### src/rtl/vga_pkg.sv
// Framebuffer geometry and prefetch FSM encoding shared by the VGA output path
// and the SRAM request handler.
package vga_pkg;

    localparam logic [31:0] FB_BASE_ADDR      = 32'h3E80;
    localparam int unsigned FB_WORDS_PER_LINE = 4;
    localparam int unsigned FB_LINES          = 96;
    localparam int unsigned FB_WIDTH          = 128;
    localparam int unsigned FB_HEIGHT         = 96;

    localparam int unsigned WORD_W     = 32;
    localparam int unsigned ADDR_W     = 32;
    localparam int unsigned BSEL_W     = 4;
    localparam int unsigned LINE_IDX_W = 7;
    localparam int unsigned PIX_X_W    = 7;
    localparam int unsigned WCNT_W     = 2;

    typedef enum logic {
        IDLE  = 1'b0,
        FETCH = 1'b1
    } prefetch_state_t;

endpackage

### src/rtl/vga_line_prefetch_if.sv
// Shared SRAM read port as seen by the line prefetcher (master) and the arbiter/SRAM side (slave).
interface vga_line_prefetch_if;
    import vga_pkg::*;

    logic                rd_req;
    logic [ADDR_W-1:0]   rd_addr;
    logic [BSEL_W-1:0]   byte_select;
    logic                bus_grant;
    logic                SRAM_busy;
    logic [WORD_W-1:0]   SRAM_data_in;

    modport master (
        output rd_req, rd_addr, byte_select,
        input  bus_grant, SRAM_busy, SRAM_data_in
    );

    modport slave (
        input  rd_req, rd_addr, byte_select,
        output bus_grant, SRAM_busy, SRAM_data_in
    );

endinterface

### src/rtl/vga_line_buf.sv
// Ping-pong line storage: two buffers of four 32-bit words, word write port and
// single-pixel combinational read port.
module vga_line_buf
    import vga_pkg::*;
(
    input  logic                  clk,
    input  logic                  wr_sel,
    input  logic [WCNT_W-1:0]     wr_word,
    input  logic [WORD_W-1:0]     wr_data,
    input  logic                  wr_en,
    input  logic                  rd_sel,
    input  logic [PIX_X_W-1:0]    rd_pix,
    output logic                  rd_bit_c
);

    logic [WORD_W-1:0] mem_q [2][FB_WORDS_PER_LINE];

    // Contents carry no reset; validity is tracked by the owner.
    always_ff @(posedge clk) begin
        if (wr_en) begin
            mem_q[wr_sel][wr_word] <= wr_data;
        end
    end

    assign rd_bit_c = mem_q[rd_sel][rd_pix[6:5]][rd_pix[4:0]];

endmodule

### src/rtl/vga_line_prefetch.sv
// Fetches the next framebuffer line from SRAM into the back half of a ping-pong
// buffer while the front half feeds pixel output.
module vga_line_prefetch
    import vga_pkg::*;
#(
    parameter logic [31:0] BASE_ADDR      = FB_BASE_ADDR,
    parameter int unsigned WORDS_PER_LINE = FB_WORDS_PER_LINE,
    parameter int unsigned LINES          = FB_LINES
) (
    input  logic                   clk,
    input  logic                   rst,
    input  logic                   line_start,
    input  logic [LINE_IDX_W-1:0]  line_idx,
    input  logic                   swap,
    input  logic                   pix_en,
    input  logic [PIX_X_W-1:0]     pix_x,
    output logic                   pixel_data,
    vga_line_prefetch_if.master    sram,
    output logic                   fetch_busy,
    output logic                   underrun,
    output logic                   line_drop
);

    prefetch_state_t         state_q, state_d;
    logic [LINE_IDX_W-1:0]   line_q, line_d;
    logic [WCNT_W-1:0]       wcnt_q, wcnt_d;
    logic                    sel_q, sel_d;
    logic                    front_valid_q, front_valid_d;
    logic                    back_valid_q, back_valid_d;
    logic                    underrun_d, line_drop_d;
    logic                    pixel_d;
    logic [ADDR_W-1:0]       rd_addr_d;
    logic                    accept_c, last_c, pix_bit_c;

    assign accept_c = (state_q == FETCH) & sram.bus_grant & ~sram.SRAM_busy;
    assign last_c   = accept_c & (wcnt_q == WCNT_W'(WORDS_PER_LINE - 1));

    // Next-state, buffer bookkeeping and registered-output values.
    always_comb begin
        state_d       = state_q;
        line_d        = line_q;
        wcnt_d        = wcnt_q;
        sel_d         = sel_q;
        front_valid_d = front_valid_q;
        back_valid_d  = back_valid_q;
        underrun_d    = underrun;
        line_drop_d   = line_drop;

        case (state_q)
            IDLE: begin
                if (line_start && (32'(line_idx) < LINES)) begin
                    state_d = FETCH;
                    line_d  = line_idx;
                    wcnt_d  = '0;
                end
            end
            FETCH: begin
                if (line_start) begin
                    line_drop_d = 1'b1;
                end
                if (accept_c) begin
                    wcnt_d = wcnt_q + WCNT_W'(1);
                    if (last_c) begin
                        state_d      = IDLE;
                        back_valid_d = 1'b1;
                    end
                end
            end
            default: state_d = IDLE;
        endcase

        // A final accept in the swap cycle still lands in the buffer that becomes front.
        if (swap) begin
            sel_d         = ~sel_q;
            front_valid_d = back_valid_q | last_c;
            back_valid_d  = 1'b0;
            if (!(back_valid_q | last_c)) begin
                underrun_d = 1'b1;
                if (state_q == FETCH) begin
                    state_d = IDLE;
                end
            end
        end

        pixel_d   = pix_en & front_valid_q & pix_bit_c;
        rd_addr_d = BASE_ADDR + (32'(line_d) * 32'(WORDS_PER_LINE)) + 32'(wcnt_d);
    end

    always_ff @(posedge clk) begin
        if (rst) begin
            state_q          <= IDLE;
            line_q           <= '0;
            wcnt_q           <= '0;
            sel_q            <= 1'b0;
            front_valid_q    <= 1'b0;
            back_valid_q     <= 1'b0;
            underrun         <= 1'b0;
            line_drop        <= 1'b0;
            pixel_data       <= 1'b0;
            fetch_busy       <= 1'b0;
            sram.rd_req      <= 1'b0;
            sram.byte_select <= '0;
            sram.rd_addr     <= BASE_ADDR;
        end else begin
            state_q          <= state_d;
            line_q           <= line_d;
            wcnt_q           <= wcnt_d;
            sel_q            <= sel_d;
            front_valid_q    <= front_valid_d;
            back_valid_q     <= back_valid_d;
            underrun         <= underrun_d;
            line_drop        <= line_drop_d;
            pixel_data       <= pixel_d;
            fetch_busy       <= (state_d == FETCH);
            sram.rd_req      <= (state_d == FETCH);
            sram.byte_select <= {BSEL_W{state_d == FETCH}};
            sram.rd_addr     <= rd_addr_d;
        end
    end

    vga_line_buf u_line_buf (
        .clk      (clk),
        .wr_sel   (~sel_q),
        .wr_word  (wcnt_q),
        .wr_data  (sram.SRAM_data_in),
        .wr_en    (accept_c),
        .rd_sel   (sel_q),
        .rd_pix   (pix_x),
        .rd_bit_c (pix_bit_c)
    );

endmodule

### src/flat_wrapper.sv
// flat-port wrapper written by rule: the top's interface ports become plain ports
module vga_line_prefetch_flat import vga_pkg::*;
#(
    parameter logic [31:0] BASE_ADDR      = FB_BASE_ADDR,
    parameter int unsigned WORDS_PER_LINE = FB_WORDS_PER_LINE,
    parameter int unsigned LINES          = FB_LINES
)
  (clk, rst, line_start, line_idx, swap, pix_en, pix_x, pixel_data, fetch_busy, underrun, line_drop, sram_rd_req, sram_rd_addr, sram_byte_select, sram_bus_grant, sram_SRAM_busy, sram_SRAM_data_in);
  vga_line_prefetch_if sram_i ();
  input  logic clk;
  input  logic rst;
  input  logic line_start;
  input  logic [LINE_IDX_W-1:0] line_idx;
  input  logic swap;
  input  logic pix_en;
  input  logic [PIX_X_W-1:0] pix_x;
  output logic pixel_data;
  output logic fetch_busy;
  output logic underrun;
  output logic line_drop;
  output wire logic [$bits(sram_i.rd_req)-1:0] sram_rd_req;
  output wire logic [$bits(sram_i.rd_addr)-1:0] sram_rd_addr;
  output wire logic [$bits(sram_i.byte_select)-1:0] sram_byte_select;
  input wire logic [$bits(sram_i.bus_grant)-1:0] sram_bus_grant;
  input wire logic [$bits(sram_i.SRAM_busy)-1:0] sram_SRAM_busy;
  input wire logic [$bits(sram_i.SRAM_data_in)-1:0] sram_SRAM_data_in;
  assign sram_rd_req = sram_i.rd_req;
  assign sram_rd_addr = sram_i.rd_addr;
  assign sram_byte_select = sram_i.byte_select;
  assign sram_i.bus_grant = sram_bus_grant;
  assign sram_i.SRAM_busy = sram_SRAM_busy;
  assign sram_i.SRAM_data_in = sram_SRAM_data_in;
  vga_line_prefetch #(.BASE_ADDR(BASE_ADDR), .WORDS_PER_LINE(WORDS_PER_LINE), .LINES(LINES)) u_core (.clk(clk), .rst(rst), .line_start(line_start), .line_idx(line_idx), .swap(swap), .pix_en(pix_en), .pix_x(pix_x), .pixel_data(pixel_data), .sram(sram_i), .fetch_busy(fetch_busy), .underrun(underrun), .line_drop(line_drop));
endmodule
### config.mk
export PLATFORM = sky130hd
export DESIGN_NAME = vga_line_prefetch_flat
export DESIGN_NICKNAME = d
export VERILOG_FILES = /design/src/rtl/vga_pkg.sv /design/src/rtl/vga_line_prefetch_if.sv /design/src/rtl/vga_line_buf.sv /design/src/rtl/vga_line_prefetch.sv /design/src/flat_wrapper.sv
export SDC_FILE = /design/constraint.sdc
export NUM_CORES = 1
export LEC_CHECK = 0
export CORE_MARGIN = 3
export CORE_UTILIZATION = 55
export CTS_CLUSTER_SIZE = 14
export DETAILED_ROUTE_END_ITERATION = 6
export DONT_BUFFER_PORTS = 1
export PLACE_DENSITY_LB_ADDON = 0.08
export RECOVER_POWER = 100
export SYNTH_ARGS = -nofsm -noshare
export SYNTH_HDL_FRONTEND = slang
export SYNTH_SLANG_ARGS = --single-unit
### constraint.sdc
create_clock -name clk -period 3.25 [get_ports clk]
set_input_delay 0.8125 -clock clk [delete_from_list [all_inputs] [get_ports clk]]
set_output_delay 0.8125 -clock clk [all_outputs]
set_load 0.005 [all_outputs]
==> impl_results.md, run 1 <==
* Run status: completed
* Routed Antenna Nets at 0
* Die area at 21600 um2
* Area Overhead vs Synth at 9.308%
* Worst-path clk slew at 0.06 ns
* P_leak at 3.822 nW
* Setup TNS Final at 0 ns
* Starting density of the core at 0.5728
* Commonest non-fill, non-tap cells in the layout: edfxtp_1 (256), mux4_2 (63), clkbuf_16 (29), nor2_1 (24), dfxtp_1 (20)
* Crit path kind: reg -> reg
* Root Buffer: clkbuf_16
* DR DRC count at 0
* Final Wtd Congestion at 0.7901
* Startpoint Class: flop
* WP data required at 3.66 ns
* Port bufs at 0
* Setup slack, reg-to-reg at roughly 0.43 ns
* Die H at around 150 um
* Warnings from Yosys at 0
* Crit path arrival time at 3.23 ns
* Most common cell after layout, fill and taps aside: edfxtp_1
* Final slew viol count at 0
* Total Routing Usage GR at 0.1988
* Share of cells above drive strength 1 at 0.2159
* Congestion Overflow GR at 0
* Hold Path Depth at 1
* Hold WC Path Type: in -> reg
* Maximum vdd drop at 0.4078 mV
* Core Rows at 50
* Die Wd at roughly 150 um
* Final nets at 615
* Clk Latency, worst-skew pair at ~0.52 ns
* Min Tclk post-route at 2.820 ns
* Drt via density at 6.076
* Post-synth top area share at 0.7034
* Area leader, netlist: edfxtp_1
* N_diodes at 0
* Htree depth at 1
* Biggest cell delay along the critical path at 0.77 ns
* Post-DP Area at 11130 um2
* WL/cell at between 20 and 30 um
* Routed via count at 5098
* Detailed Route WL at 21090 um
* Initial antenna violation count at 0
* Synth async-reset ratio at 0
* Crit Path Max Fanout at 18
* Seq cells post-synth at 277
* Crit. End Element: flop
* Mean post-synth cell area at between 15 and 20 um2
* P per Cell Area at 600.2 nW/um2
* Seq/Total Area, Yosys at 0.7418
* Post-CTS Hold Fix Bufs at 0
* Maximum clock path buffer count at 3
* # IOs at 94
* Cell area after layout at ~12000 um2
* Dpl ws at 0.6118 ns
* Number of synthesized flops with an enable pin at 256
* Vias in the first global route at roughly 5400
* Final setup violation count at 0
* Final Cycle Share at 0.8676
* Final Skew at 0.01123 ns
* Crit-path slowest cell: dfxtp_2
* CTS tree: built
* Slew Limit Headroom at 0.1772
* Top cells by area, synth: edfxtp_1 (70%), mux4_2 (13%), dfxtp_1 (3.8%)
* RSZ-0062 raised after global routing: no
* Drt first pass iters at 4
* # Post-CTS Setup Buffers at 0
* First-pass GRT wire length at 32340 um
* CP cell instances: mux4_1 -> mux4_2 -> nor2b_4 -> nor4_2 -> a21oi_1 -> a211o_1
* Pin count of the biggest net entering global routing at 65
* Worst R2R Path Depth at 6
* Post_cts resized at 0
* Max_cap viols at 0
* Worst hold slack at approximately 0.35 ns
* Fmax achieved at around 350 MHz
* Clock sink count at 277
* Tightest Pin Transition at 1.234 ns
* Post-Syn Area at ~11000 um2
* Worst setup margin at ~0.43 ns
* HPWL after detailed placement at 12520 um
* Syn Inst Count at 553
* Final Hold Fails at 0
* Main synth FF type: edfxtp_1
* Synth cell types at 40
* Total CTS buffers at 28
* Core area at 19080 um2
* Initial DRC count at 464
[per-layer routing]
metal  share of wire  global-route usage  up-vias  wire [um]
met2            0.50              0.3245      194      10480
li1                -                   -     2223          -
met1            0.41              0.2790     2654       8666
met5               0                   0        -          0
met3           0.078             0.04688       27       1638
met4           0.015             0.04520        0        310
[cells in the mapped netlist (6+ instances only)]
master,number
nor2b_1,6
buf_2,6
a22oi_1,7
nor3_1,8
nand2_1,17
mux4_2,63
inv_1,8
a21oi_1,9
edfxtp_1,256
nor2_1,25
a211oi_1,11
nand3_1,10
clkbuf_1,11
buf_4,33
dfxtp_1,21
mux2i_1,8
[report_power, final]
group          leakage [nW]  total, mW  switching (mW)  internal [mW]
logic                 0.931      0.303           0.132          0.172
registers              2.47       3.95          0.0298           3.92
clock network         0.417       2.92            1.24           1.68
[registers in the layout, indices dropped and copies added, names as in the netlist, named ones only]
register,cells
u_core.u_line_buf.mem_q,256
u_core.pixel_data,1
u_core.underrun,1
u_core.wcnt_q,1
u_core.sel_q,1
u_core.sram.rd_addr,5
u_core.sram.rd_req,1
u_core.back_valid_q,1
u_core.front_valid_q,1
u_core.line_drop,1
u_core.line_q,7
[kinds of logic (layout without fill, tap and decap cells)]
| kind of cell | Yosys count | in the layout | share of synthesized area |
|---|---|---|---|
| muxes | 75 | 75 | 0.1468 |
| other | 1 | 17 | 0.0003431 |
| AOI/OAI and AO/OA | 47 | 47 | 0.03114 |
| DFF | 277 | 277 | 0.7418 |
| buffers and inverters | 66 | 76 | 0.03744 |
| adders and majority gates | 5 | 5 | 0.005724 |
| xor gates and xnor gates | 1 | 1 | 0.0008015 |
| and+or+nand+nor | 81 | 81 | 0.03595 |
[through the flow]
| step | utilization | cells | total power [mW] |
|---|---|---|---|
| final | 0.6261 | 839 | 7.170 |
| after global routing | 0.6261 | 839 | 7.430 |
| after CTS | 0.6279 | 839 | 7.239 |
| after detailed placement | 0.5835 | 787 | 4.333 |
| after global placement | 0.5835 | 787 | 4.329 |
| after floorplan | - | 569 | 4.321 |
[area by class of cell]
cell class	instances	area (um2)
fillers	1320	7134
repair buffers	15	146.4
flip-flops and latches	277	8109
multi-input cells	226	2485
well taps	260	325.3
inverters	9	33.78
clock inverters	11	56.30
clock buffers	41	790.8
[critical path: cells and delay by family, from the launching register on]
family           cells  cell delay, ns
multiplexers         2            1.16
AO/OA/AOI/OAI        2            0.37
AND/OR/NAND/NOR      2            0.42
flip-flops           1            0.77
[path summary, 6_finish.rpt]
| check | startpoint | end |
|---|---|---|
| max | flop | u_core.pixel_data |
| max reg2reg | flop | u_core.pixel_data |
| min reg2reg | u_core.front_valid_q | u_core.front_valid_q |
| min | rst | flop |
(Power assumes the default switching activity.)
==> inputs of run 2 (changes only) <==
==> constraint.sdc (replaced) <==
create_clock -name clk -period 2.32 [get_ports clk]
set_input_delay 0.58 -clock clk [delete_from_list [all_inputs] [get_ports clk]]
set_output_delay 0.58 -clock clk [all_outputs]
set_load 0.01 [all_outputs]
==> impl_results.md, run 2 (synthesis gave the netlist of run 1 again) <==
* P per Cell Area at 860.2 nW/um2 (+43%)
* Crit. End Element: flop
* Final nets at 632 (+2.8%)
* Biggest register: u_core.u_line_buf.mem_q
* Final Skew at 0.01131 ns (+0.00007700 ns)
* Pwr Total at 10.50 mW (+46%)
* Maximum clock path buffer count at 3 (unchanged)
* Htree depth at 1 (unchanged)
* Die Wd at 147.0 um (unchanged)
* Worst setup margin at -0.08847 ns (-0.5188 ns)
* Die area at 21600 um2 (unchanged)
* Final setup violation count at 1 (+1)
* Final Wtd Congestion at 0.7457 (-5.6%)
* Pin count of the biggest net entering global routing at 65 (unchanged)
* Clk Latency, worst-skew pair at 0.52 ns (about the same)
* Area Overhead vs Synth at 11.72%
* Crit Path Max Fanout at 5 (-13)
* Port bufs at 0 (unchanged)
* WL/cell at 25.09 um (-0.19%)
* Share of cells above drive strength 1 at 0.2601 (+0.04418)
* Final Hold Fails at 0 (unchanged)
* Drt first pass iters at 4 (unchanged)
* Final slew viol count at 0 (unchanged)
* Total Routing Usage GR at 0.2050 (+0.006232)
* Dpl ws at -0.2159 ns (-0.8277 ns)
* Cell family with most CP delay: multiplexers
* Routed via count at 5108 (+0.20%)
* Worst-path clk slew at 0.06 ns (about the same)
* Worst path most repeated cell: mux4_2
* Congestion Overflow GR at 0 (unchanged)
* Crit path kind: reg -> reg
* Clock sink count at 277 (unchanged)
* Min Tclk post-route at 2.408 ns (-0.4112 ns)
* Vias in the first global route at 5533 (+2.1%)
* Most common cell after layout, fill and taps aside: edfxtp_1
* P_leak at 3.950 nW (+3.3%)
* Starting density of the core at 0.5728 (unchanged)
* First-pass GRT wire length at 33420 um (+3.3%)
* # IOs at 94 (unchanged)
* Fmax achieved at 415.2 MHz (+17%)
* Drt via density at 5.967 (-1.8%)
* Slew Limit Headroom at 0.4140 (+0.2369)
* CTS tree: built
* Core area at 19080 um2 (unchanged)
* WP data required at 2.72 ns (-0.94 ns)
* Crit-path slowest cell: mux4_2
* Root Buffer: clkbuf_16
* N_diodes at 0 (unchanged)
* Violated checks: negative setup slack
* Hold WC Path Type: in -> reg
* Startpoint Class: flop
* Tightest Pin Transition at 0.8790 ns (-0.3553 ns)
* Biggest cell delay along the critical path at 0.53 ns (-0.24 ns)
* CP cell instances: buf_6 -> mux4_2 -> mux4_2 -> nor2b_4 -> nor4_4 -> a21oi_2 -> a211o_1
* Run status: finished with violations
* Final Cycle Share at 1.038 (+0.1706)
* Detailed Route WL at 21480 um (+1.8%)
* RSZ-0062 raised after global routing: yes
* # fillers at 1357 (+2.8%)
* Maximum vdd drop at 0.6812 mV (+67%)
* Total CTS buffers at 28 (unchanged)
* DR DRC count at 0 (unchanged)
* Die H at 147.0 um (unchanged)
* Initial antenna violation count at 0 (unchanged)
* Worst hold slack at 0.1301 ns (-0.2242 ns)
* Worst Path Buf+Inv at 1 (+1)
* Commonest non-fill, non-tap cells in the layout: edfxtp_1 (256), mux4_2 (66), clkbuf_16 (29), nor2_1 (24), dfxtp_1 (20)
* Routed Antenna Nets at 0 (unchanged)
* Max FFs per register at 256 (unchanged)
* Biggest regs: u_core.u_line_buf.mem_q: 256 flops, u_core.line_q: 7 flops, u_core.sram.rd_addr: 5 flops
* Initial DRC count at 313 (-33%)
* Crit path arrival time at 2.81 ns (-0.42 ns)
* HPWL after detailed placement at 12680 um (+1.3%)
* Max_cap viols at 0 (unchanged)
* Core Rows at 50 (unchanged)
==> run 2: cell types whose count changed in the layout (fill, tap and decap cells not counted), moves of 3 or more <==
cell       previous run  this run
a211oi_1             11         6
a211oi_2              0         5
buf_4                 5        11
buf_6                 0         3
bufinv_16             0         4
clkbuf_1             11         5
clkbuf_2              5        10
clkinv_1              4        11
mux4_1                4         1
mux4_2               63        66
==> run 2: worst register-to-register path: cells and delay by family (launching register included) <==
| family | cells | cell delay (ns) |
|---|---|---|
| compound gates | 2 | 0.33 |
| buf+inv | 1 | 0.14 |
| simple gates | 2 | 0.43 |
| flops | 1 | 0.37 |
| mux | 2 | 1.03 |
==> run 2: metrics by stage <==
stage / TNS (ns) / instance area, um2 / cells / utilization
2_1_floorplan: 0 / 11010 / 569 / -
6_report: -0.08847 / 12210 / 856 / 0.6399
5_1_grt: -0.2993 / 12210 / 856 / 0.6399
3_5_place_dp: -0.2159 / 11240 / 800 / 0.5893
4_1_cts: -0.08390 / 12260 / 856 / 0.6428
3_3_place_gp: -0.1731 / 11240 / 800 / 0.5893
==> run 2: repair_timing <==
action	in CTS	in global routing
setup buffers	3	0
gates resized for setup	15	10
gates cloned	1	0
setup endpoints to repair	1	1
pin swaps	4	1
hold buffers	0	0
==> run 2: metal layers <==
layer  GRT usage  up-vias  wire (um)
li1            -     2246          -
met1      0.2878     2662       8959
met2      0.3349      171      10720
met3     0.05028       29       1485
met4     0.04334        0        317
met5           0        -          0
==> run 2: where the power goes <==
part	total, mW	internal (mW)	leakage [nW]	switching, mW
logic	0.535	0.294	1.02	0.241
clock network	4.45	2.70	0.456	1.75
registers	5.51	5.49	2.47	0.0260
total	10.5	8.48	3.95	2.02
==> run 2: area by class of cell <==
class                           instances  area, um2  area share
Sequential cell                       277       8112      0.6643
Multi-Input combinational cell        226       2531      0.2073
Clock buffer                           31      733.2     0.06005
Tap cell                              260      325.3     0.02664
Timing Repair Buffer                   32      280.3     0.02295
Clock inverter                         21      195.2     0.01599
Inverter                                9      33.78    0.002767
==> run 2: worst paths after layout <==
kind                   startpoint              endpoint  slack [ns]  cells past startpoint
max                          flop     u_core.pixel_data       -0.09                      7
min                           rst    u_core.sram.rd_req        0.13                      1
max reg2reg                  flop     u_core.pixel_data       -0.09                      7
min reg2reg  u_core.front_valid_q  u_core.front_valid_q        0.49                      2
